===== src/rtl/maze_renderer.sv =====
// maze_renderer: draws a COLS x ROWS maze grid with a blinking player marker (goal fill when MAZE_RENDERER_GOAL_EN is defined).
// Latency: fixed 2 cycles from pix_valid to pix_out_valid.
// Backpressure: none; one request per cycle, oled_data holds its last value between valid outputs.
module maze_renderer #(
    parameter int COLS         = 5,
    parameter int ROWS         = 4,
    parameter int CELL         = 15,
    parameter int X0           = 10,
    parameter int Y0           = 2,
    parameter int BLINK_FRAMES = 30
) (
    input  logic                     clock,
    input  logic                     reset_n,
    input  logic                     frame_begin,
    input  logic                     pix_valid,
    input  logic [6:0]               x,
    input  logic [6:0]               y,
    input  logic [ROWS*(COLS-1)-1:0] walls_v,
    input  logic [(ROWS-1)*COLS-1:0] walls_h,
    input  logic [5:0]               position,
    input  logic [5:0]               goal,
    output logic [15:0]              oled_data,
    output logic                     pix_out_valid
);

    localparam int CW = (BLINK_FRAMES > 1) ? $clog2(BLINK_FRAMES) : 1;
    localparam logic [CW-1:0] CNT_LAST = CW'((BLINK_FRAMES > 0) ? BLINK_FRAMES - 1 : 0);
    localparam int MARGIN = 3;

    typedef enum logic {BLINK_ON = 1'b0, BLINK_OFF = 1'b1} blink_t;

    function automatic int xv(input int k);
        return X0 + k * CELL;
    endfunction

    function automatic int yh(input int k);
        return Y0 + k * CELL;
    endfunction

    // Per-frame snapshot of the maze state, so a frame never tears.
    logic [ROWS*(COLS-1)-1:0] sh_walls_v;
    logic [(ROWS-1)*COLS-1:0] sh_walls_h;
    logic [5:0]               sh_position;
    blink_t                   blink;
    logic [CW-1:0]            frame_cnt;

    int xi;
    int yi;
    assign xi = {25'd0, x};
    assign yi = {25'd0, y};

    // Stage-1 classification results
    logic       in_x, in_y, on_v, on_h;
    logic       black_hit, seg_hit, seg_closed, cell_hit;
    logic [5:0] cell_idx;
    logic       marker_hit, goal_hit;

    // Geometry: range comparisons against line coordinates, no division.
    always_comb begin
        in_x       = (xi >= X0) && (xi <= xv(COLS));
        in_y       = (yi >= Y0) && (yi <= yh(ROWS));
        on_v       = 1'b0;
        on_h       = 1'b0;
        seg_hit    = 1'b0;
        seg_closed = 1'b0;
        cell_hit   = 1'b0;
        cell_idx   = '0;
        for (int k = 0; k <= COLS; k++)
            if (xi == xv(k)) on_v = 1'b1;
        for (int k = 0; k <= ROWS; k++)
            if (yi == yh(k)) on_h = 1'b1;
        // Interior vertical segments: line k between rows
        for (int r = 0; r < ROWS; r++)
            for (int k = 1; k < COLS; k++)
                if (xi == xv(k) && yi > yh(r) && yi < yh(r + 1)) begin
                    seg_hit    = 1'b1;
                    seg_closed = sh_walls_v[r*(COLS-1) + k - 1];
                end
        // Interior horizontal segments: line k between columns
        for (int k = 1; k < ROWS; k++)
            for (int c = 0; c < COLS; c++)
                if (yi == yh(k) && xi > xv(c) && xi < xv(c + 1)) begin
                    seg_hit    = 1'b1;
                    seg_closed = sh_walls_h[(k-1)*COLS + c];
                end
        // Cell interiors at least MARGIN pixels from every line
        for (int r = 0; r < ROWS; r++)
            for (int c = 0; c < COLS; c++)
                if (xi >= xv(c) + MARGIN && xi <= xv(c + 1) - MARGIN &&
                    yi >= yh(r) + MARGIN && yi <= yh(r + 1) - MARGIN) begin
                    cell_hit = 1'b1;
                    cell_idx = 6'(r * COLS + c);
                end
        black_hit  = (on_v && in_y && (xi == X0 || xi == xv(COLS))) ||
                     (on_h && in_x && (yi == Y0 || yi == yh(ROWS))) ||
                     (on_v && on_h);
        // Out-of-range indices never equal a real cell index, so they draw nothing.
        marker_hit = cell_hit && (cell_idx == sh_position) && (blink == BLINK_ON);
    end

`ifdef MAZE_RENDERER_GOAL_EN
    logic [5:0] sh_goal;
    assign goal_hit = cell_hit && (cell_idx == sh_goal);

    // Goal snapshot taken with the rest of the maze state
    always_ff @(posedge clock or negedge reset_n) begin
        if (!reset_n)         sh_goal <= '0;
        else if (frame_begin) sh_goal <= goal;
    end
`else
    logic unused_goal;
    assign unused_goal = ^goal;
    assign goal_hit    = 1'b0;
`endif

    // Shadow capture at frame start
    always_ff @(posedge clock or negedge reset_n) begin
        if (!reset_n) begin
            sh_walls_v  <= '0;
            sh_walls_h  <= '0;
            sh_position <= '0;
        end else if (frame_begin) begin
            sh_walls_v  <= walls_v;
            sh_walls_h  <= walls_h;
            sh_position <= position;
        end
    end

    // Blink FSM: toggles every BLINK_FRAMES frames, restarts ON when the player moves
    always_ff @(posedge clock or negedge reset_n) begin
        if (!reset_n) begin
            blink     <= BLINK_ON;
            frame_cnt <= '0;
        end else if (frame_begin) begin
            if (position != sh_position || BLINK_FRAMES == 0) begin
                blink     <= BLINK_ON;
                frame_cnt <= '0;
            end else if (frame_cnt == CNT_LAST) begin
                blink     <= (blink == BLINK_ON) ? BLINK_OFF : BLINK_ON;
                frame_cnt <= '0;
            end else begin
                frame_cnt <= frame_cnt + 1'b1;
            end
        end
    end

    // Stage 1 registers: classification flags computed from pre-update shadows
    logic s1_valid, s1_black, s1_seg, s1_closed, s1_marker, s1_goal;
    always_ff @(posedge clock or negedge reset_n) begin
        if (!reset_n) begin
            s1_valid  <= 1'b0;
            s1_black  <= 1'b0;
            s1_seg    <= 1'b0;
            s1_closed <= 1'b0;
            s1_marker <= 1'b0;
            s1_goal   <= 1'b0;
        end else begin
            s1_valid  <= pix_valid;
            s1_black  <= black_hit;
            s1_seg    <= seg_hit;
            s1_closed <= seg_closed;
            s1_marker <= marker_hit;
            s1_goal   <= goal_hit;
        end
    end

    // Colour priority: border/intersection, wall segment, marker, goal, background
    logic [15:0] colour;
    always_comb begin
        colour = 16'hFFFF;
        if (s1_black)       colour = 16'h0000;
        else if (s1_seg)    colour = s1_closed ? 16'h0000 : 16'hFFFF;
        else if (s1_marker) colour = 16'hF800;
        else if (s1_goal)   colour = 16'h07E0;
    end

    // Stage 2 output register; data holds while no valid pixel is in flight
    always_ff @(posedge clock or negedge reset_n) begin
        if (!reset_n) begin
            oled_data     <= '0;
            pix_out_valid <= 1'b0;
        end else begin
            pix_out_valid <= s1_valid;
            if (s1_valid) oled_data <= colour;
        end
    end

endmodule


===== config.mk =====
export PLATFORM = sky130hd
export DESIGN_NAME = maze_renderer
export DESIGN_NICKNAME = d
export VERILOG_FILES = /design/src/rtl/maze_renderer.sv
export SDC_FILE = /design/constraint.sdc
export NUM_CORES = 1
export LEC_CHECK = 0
export ABC_AREA = 1
export CORE_MARGIN = 4
export CORE_UTILIZATION = 50
export DETAILED_ROUTE_END_ITERATION = 10
export PLACE_DENSITY_LB_ADDON = 0.15
export SYNTH_ARGS = -nofsm -noshare
export SYNTH_HDL_FRONTEND = slang
export SYNTH_SLANG_ARGS = --single-unit

===== constraint.sdc =====
create_clock -name clock -period 2.1 [get_ports clock]
set_clock_uncertainty 0.05 [all_clocks]
set_input_delay 0.315 -clock clock [delete_from_list [all_inputs] [get_ports clock]]
set_output_delay 0.315 -clock clock [all_outputs]
set_load 0.01 [all_outputs]

; Word level (Yosys, flattened, before mapping)
; Index checks and enable logic that the tools add are counted.
[classes]
multipliers = 0
eq_ne = 14
bitwise_logic = 1
order_cmp = 40
n_reduce_logical = 122
shift = 0
div_mod_pow = 0
n_addsub = 1
n_mux = 121
[op_table]
columns = op, count
row1 = logical AND 1 bit, 116
row2 = two-way mux 6 bit, 18
row3 = two-way mux 1 bit, 97
row4 = == test 7 bit (second input constant), 7
row5 = two-way mux 16 bit, 3
row6 = less-or-equal comparator 7 x 6 -> 1 bit (second input constant), 5
row7 = less-than comparator 7 x 6 -> 1 bit (second input constant), 5
row8 = >= comparator 7 x 6 -> 1 bit (second input constant), 4
row9 = greater-than comparator 7 x 6 -> 1 bit (second input constant), 4
row10 = less-or-equal comparator 7 bit (second input constant), 3
row11 = == test 7 x 6 -> 1 bit (second input constant), 2
row12 = >= comparator 7 x 4 -> 1 bit (second input constant), 2
row13 = >= comparator 7 x 5 -> 1 bit (second input constant), 2
row14 = greater-than comparator 7 x 5 -> 1 bit (second input constant), 2
row15 = less-or-equal comparator 7 x 5 -> 1 bit (second input constant), 2
row16 = less-than comparator 7 x 5 -> 1 bit (second input constant), 2
row17 = less-than comparator 7 bit (second input constant), 2
row18 = two-way mux 11 bit, 1
row19 = two-way mux 5 bit, 2
row20 = == test 7 x 3 -> 1 bit (second input constant), 1
row21 = == test 7 x 5 -> 1 bit (second input constant), 1
row22 = >= comparator 7 x 2 -> 1 bit (second input constant), 1
row23 = >= comparator 7 x 3 -> 1 bit (second input constant), 1
row24 = >= comparator 7 bit (second input constant), 1
row25 = other kinds (12), 15
[word_totals]
regBits = 65
mem_bits_ro = 0
ramBits = 0
memories = 0
latch_bits = 0
inputBits = 61

; Logic depth before layout (Yosys ltp)
; Gate-level depths: netlist of run 1.
[logic_depth]
depth_word = 34
ltp_mapped = 23
mapped_depth_nobuf = 23

; Worst setup path before layout of run 1
; OpenSTA, ideal clock, no wires.
[synth_path]
path_type = input to register
startpoint = in y[2]
endpoint = reg s1_closed
arrival_ns = 1.982
setup_slack_ns = -0.048
path_buffers = 0
setup_ns = 0.116
path_stages = 22
cell_sequence = inv_1 > nand2_1 > nor2_2 > nand3_1 > inv_2 > nor2_1 > inv_1 > nor3_1 > nand2_1 > nand4_1 > nor2_1 > nand4_1 > nor2_1 > nand4_1 > nor2_1 > nand4_1 > nand2_1 > nand4_1 > nand2_1 > nand3_1 > nand2_1 > nand2_1
[synth_between]
elab_chain_cells = 34
word_cells_on_any_way = 104
cone_classes = 8 x order compare / 3 x eq/ne / 31 x mux / 62 x reduce/logical
[synth_rtl]
columns = element, line_no
row1 = start: declaration, 17  ; input logic [6:0] y,
row2 = greater-than comparator 7 x 2 -> 1 bit, 75  ; if (xi == xv(k) && yi > yh(r) && yi < yh(r + 1)) begin
row3 = logical AND 1 bit (2 in a row), 75
row4 = two-way mux 1 bit (16 in a row), 75
row5 = two-way mux 1 bit (14 in a row), 82  ; if (yi == yh(k) && xi > xv(c) && xi < xv(c + 1)) begin
row6 = two-way mux 1 bit (*), 82
row7 = named net seg_closed, 54  ; logic black_hit, seg_hit, seg_closed, cell_hit;
row8 = end signal: assignment, 161  ; s1_closed <= seg_closed;
row9 = end: declaration, 148  ; logic s1_valid, s1_black, s1_seg, s1_closed, s1_marker, s1_goal;
; Mark *: on every way through the listed nets, which the timed path passes. The rest lies on a longest branch.
; A chain may end at the register's enable or synchronous reset.

; Final worst setup path of run 1
[layout_path]
startpoint = in y[5]
endpoint = reg s1_closed
; The elaborated chain is that of the path after synthesis.

==> out/metrics.yaml, run 1 <==
logic_synthesis:
  yosysTopAreaCell: "dfrtp_1"
  synthArstFlopShare_pct: 100
  synth_cell_types: 41
  synth_edf_count: 0
  yosys-top-cells-area: "dfrtp_1 35%, nand2_1 16%, inv_1 6.9%, nor2_1 6.8%, nand4_1 4.2%"
  synth_top_area_share_pct: 35.5
  syn_avg_cell_area_um2: 6.75
  synth_area_mm2: 0.00360
  synth_warnings: 0
  ys_seq_area_share_pct: 35.5
  synthesis.nets: 596
  yosys_register_bits: 51
  ys.flop_type: "dfrtp_1"
  syn_inst: 533
sta:
  maxSlewHeadroom_pct: 57.7
  setup_ws_ns: -0.318
  period_share_pct: 115
  period_needed_ns: 2.42
  tightest_slew_ns: 0.635
  finalMaxSlewViolations: 0
  rsz0062_at_grt: "yes"
  fmax_mhz: 414
  hold_violations: 0
  finalSetupViolCount: 1
  setup-tns-final_ns: -0.318
worst_setup_path:
  cp.required_ns: 2.24
  worstSetupStartpointType: "primary input"
  cp-startpoint: "y[5]"
  critPathCaptureType: "register"
  cp.arrival_ns: 2.56
  r2r-start: "sh_walls_v[1]$_DFFE_PN0P_"
  reg2reg_depth: 18
  cp_max_fo: 4
  r2r_end: "s1_closed$_DFF_PN0_"
  reg2reg_slack_ns: -0.05
  endpoint: "s1_closed$_DFF_PN0_"
  crit_type: "primary input to register"
grt:
  grt_max_degree: 52
  grt_pass1_wl_mm: 19.3
  grt_pass1_vias: 4240
  antenna_found_initial: 0
  grt_util_all_layers_pct: 27.9
  grt-ovfl-total: 0
final_layout:
  antenna_cells: 0
  area_growth_pct: 53.4
  drive_above_1_share_pct: 34.8
  nNetsFinal: 777
  finalNonFillerCells: 811
drt:
  wl_mm: 12.0
  routedWlPerCell_um: 14.8
  vias_per_cell: 5.18
  vias: 4203
  drc: 0
  dr.first_iter.drc_count: 226
  ant_nets: 0
  dr.pass1.iters: 5
floorplan:
  coreArea_mm2: 0.00691
  io_pins: 78
  dieArea_mm2: 0.00862
  fp.dieW_um: 92.9
  initial_utilization_pct: 52.1
  placementRows: 30
  die_h_um: 92.9
power:
  powerDensity_mw_per_mm2: 436
  power_leakage_nw: 2.73
  ir_drop_mv: 0.492
clock_network:
  cts.sinks: 51
  clk_pin_slew_ns: 0.11
  clk_latency_ns: 0.32
  clockBufferDepth: 2
  cts_max_level: 2
  cts_buffers: 5
  cts-root-buf: "clkbuf_8"
  cts_hold_buf: 0
  tritoncts: "done"
outcome:
  violations: "setup timing"
  outcome: "finished with violations"
worst_hold_path:
  hold_path.class: "primary input to async pin"
placed_design:
  gp_congestion: 0.974
  hpwlAfterDp_mm: 9.02
  dp.cells: 783
  port_buffers: 71
flow_run:
  cap_viol_max_count: 0
==> worst max-delay path: stages <==
cell     delay [ns]
buf_6          0.10
buf_6          0.11
nor2_4         0.14
buf_4          0.14
nand2_1        0.08
nor2_4         0.13
nor2_2         0.09
nand4_1        0.07
nand4_1        0.13
nor2_1         0.10
nand4_1        0.08
nor2_1         0.11
nand4_1        0.11
nor2_2         0.13
nand4_1        0.10
nor2_1         0.10
nand4_1        0.10
nand2_1        0.08
nand4_1        0.08
nand2_1        0.07
nand3_1        0.06
nand2_1        0.07
nand2_1        0.07
==> per-layer routing <==
layer  global-route usage, %  part of all wire [%]  vias up
li1                        -                     -     2078
met1                    33.8                    42     1905
met2                    49.1                    49      178
met3                    4.47                   5.7       42
met4                    11.1                   4.1        0
met5                       0                     0        -
==> cells in the final DEF, fill, tap and decap left out, types with 20 or more instances in the layout <==
master           count
o21ai_0             22
inv_1               57
clkdlybuf4s50_1     55
dfrtp_1             51
buf_4              124
nand4_1             24
inv_2               20
nand2_1            140
nor2_1              46
==> worst min path at each step <==
| stage | start | endpoint | slack (ns) |
|---|---|---|---|
| 6_report | reset_n | frame_cnt[3]$_DFFE_PN0P_ | 0.05 |
| 5_1_grt | reset_n | oled_data[14]$_DFFE_PN0P_ | 0.11 |
| 4_1_cts | reset_n | oled_data[14]$_DFFE_PN0P_ | 0.08 |
| 3_5_place_dp | s1_valid$_DFF_PN0_ | pix_out_valid$_DFF_PN0_ | 0.36 |
| 3_3_place_gp | s1_valid$_DFF_PN0_ | pix_out_valid$_DFF_PN0_ | 0.35 |
| 2_1_floorplan | reset_n | blink$_DFFE_PN0P_ | -0.03 |
==> stage by stage <==
step | hold slack (ns) | area (µm²) | power, mW | utilization, % | setup WS [ns]
2_1_floorplan | -0.0306 | 3620 | 1.41 | - | -0.0158
3_3_place_gp | 0.352 | 5100 | 1.75 | 73.8 | -0.914
3_5_place_dp | 0.359 | 5100 | 1.76 | 73.8 | -1.03
4_1_cts | 0.0828 | 5430 | 2.39 | 78.7 | -0.430
5_1_grt | 0.110 | 5520 | 2.53 | 79.9 | -0.583
6_report | 0.0479 | 5520 | 2.41 | 79.9 | -0.318
==> final cells by class <==
cell class,instances,area [µm²]
clock buffers,5,68.8
clock inverters,3,28.8
fillers,485,1390
inverters,78,295
multi-input cells,381,2140
flip-flops and latches,51,1280
well taps,96,120
repair buffers,197,1590
==> cell families (layout without fill, tap and decap cells) <==
logic type                 count (synthesis)  after routing  share of synthesized area, %
DFF                                       51             51                          35.5
adders and majority gates                  2              2                         0.695
AOI/OAI and AO/OA                         68             68                          11.5
buffers and inverters                    101            283                          12.0
muxes                                      1              1                         0.278
xor gates and xnor gates                   6              6                          1.46
and+or+nand+nor                          304            304                          38.6
==> registers in the layout, indices dropped and copies added, names as in the netlist <==
name           count
sh_walls_h        15
s1_closed          1
oled_data          2
pix_out_valid      1
s1_marker          1
sh_position        6
blink              1
frame_cnt          5
s1_seg             1
s1_black           1
sh_walls_v        16
s1_valid           1
==> power by group <==
| group | internal [mW] | leakage [nW] | switching (mW) |
|---|---|---|---|
| Clock | 0.247 | 0.0502 | 0.353 |
| Sequential | 1.05 | 0.634 | 0.0501 |
| Combinational | 0.336 | 2.05 | 0.366 |
==> synthesized netlist by cell type (all sizes together), types with 5 or more instances <==
| master | instances |
|---|---|
| a21oi | 13 |
| xor2 | 6 |
| dfrtp | 51 |
| nor2 | 77 |
| nor4 | 8 |
| nand2 | 154 |
| nor3 | 23 |
| nand4 | 24 |
| buf | 15 |
| clkbuf | 8 |
| inv | 78 |
| o21ai | 33 |
| o22ai | 5 |
| nand3 | 13 |
==> what timing repair did <==
item | in CTS | in global routing
buffers inserted | 19 | 3
gates resized for setup | 95 | 36
setup endpoints to repair | 4 | 5
pin swaps | 33 | 31
Power figures use the tool's default switching activity.
==> run 2, diff against run 1 <==
--- a/config.mk
+++ b/config.mk
@@ -6,6 +6,7 @@
 export NUM_CORES = 1
 export LEC_CHECK = 0
 export ABC_AREA = 1
+export ABC_CLOCK_PERIOD_IN_PS = 2100
 export CORE_MARGIN = 4
 export CORE_UTILIZATION = 50
 export DETAILED_ROUTE_END_ITERATION = 10
==> results of run 2 <==
Final layout, timing and power as in run 1 (identical DEF).
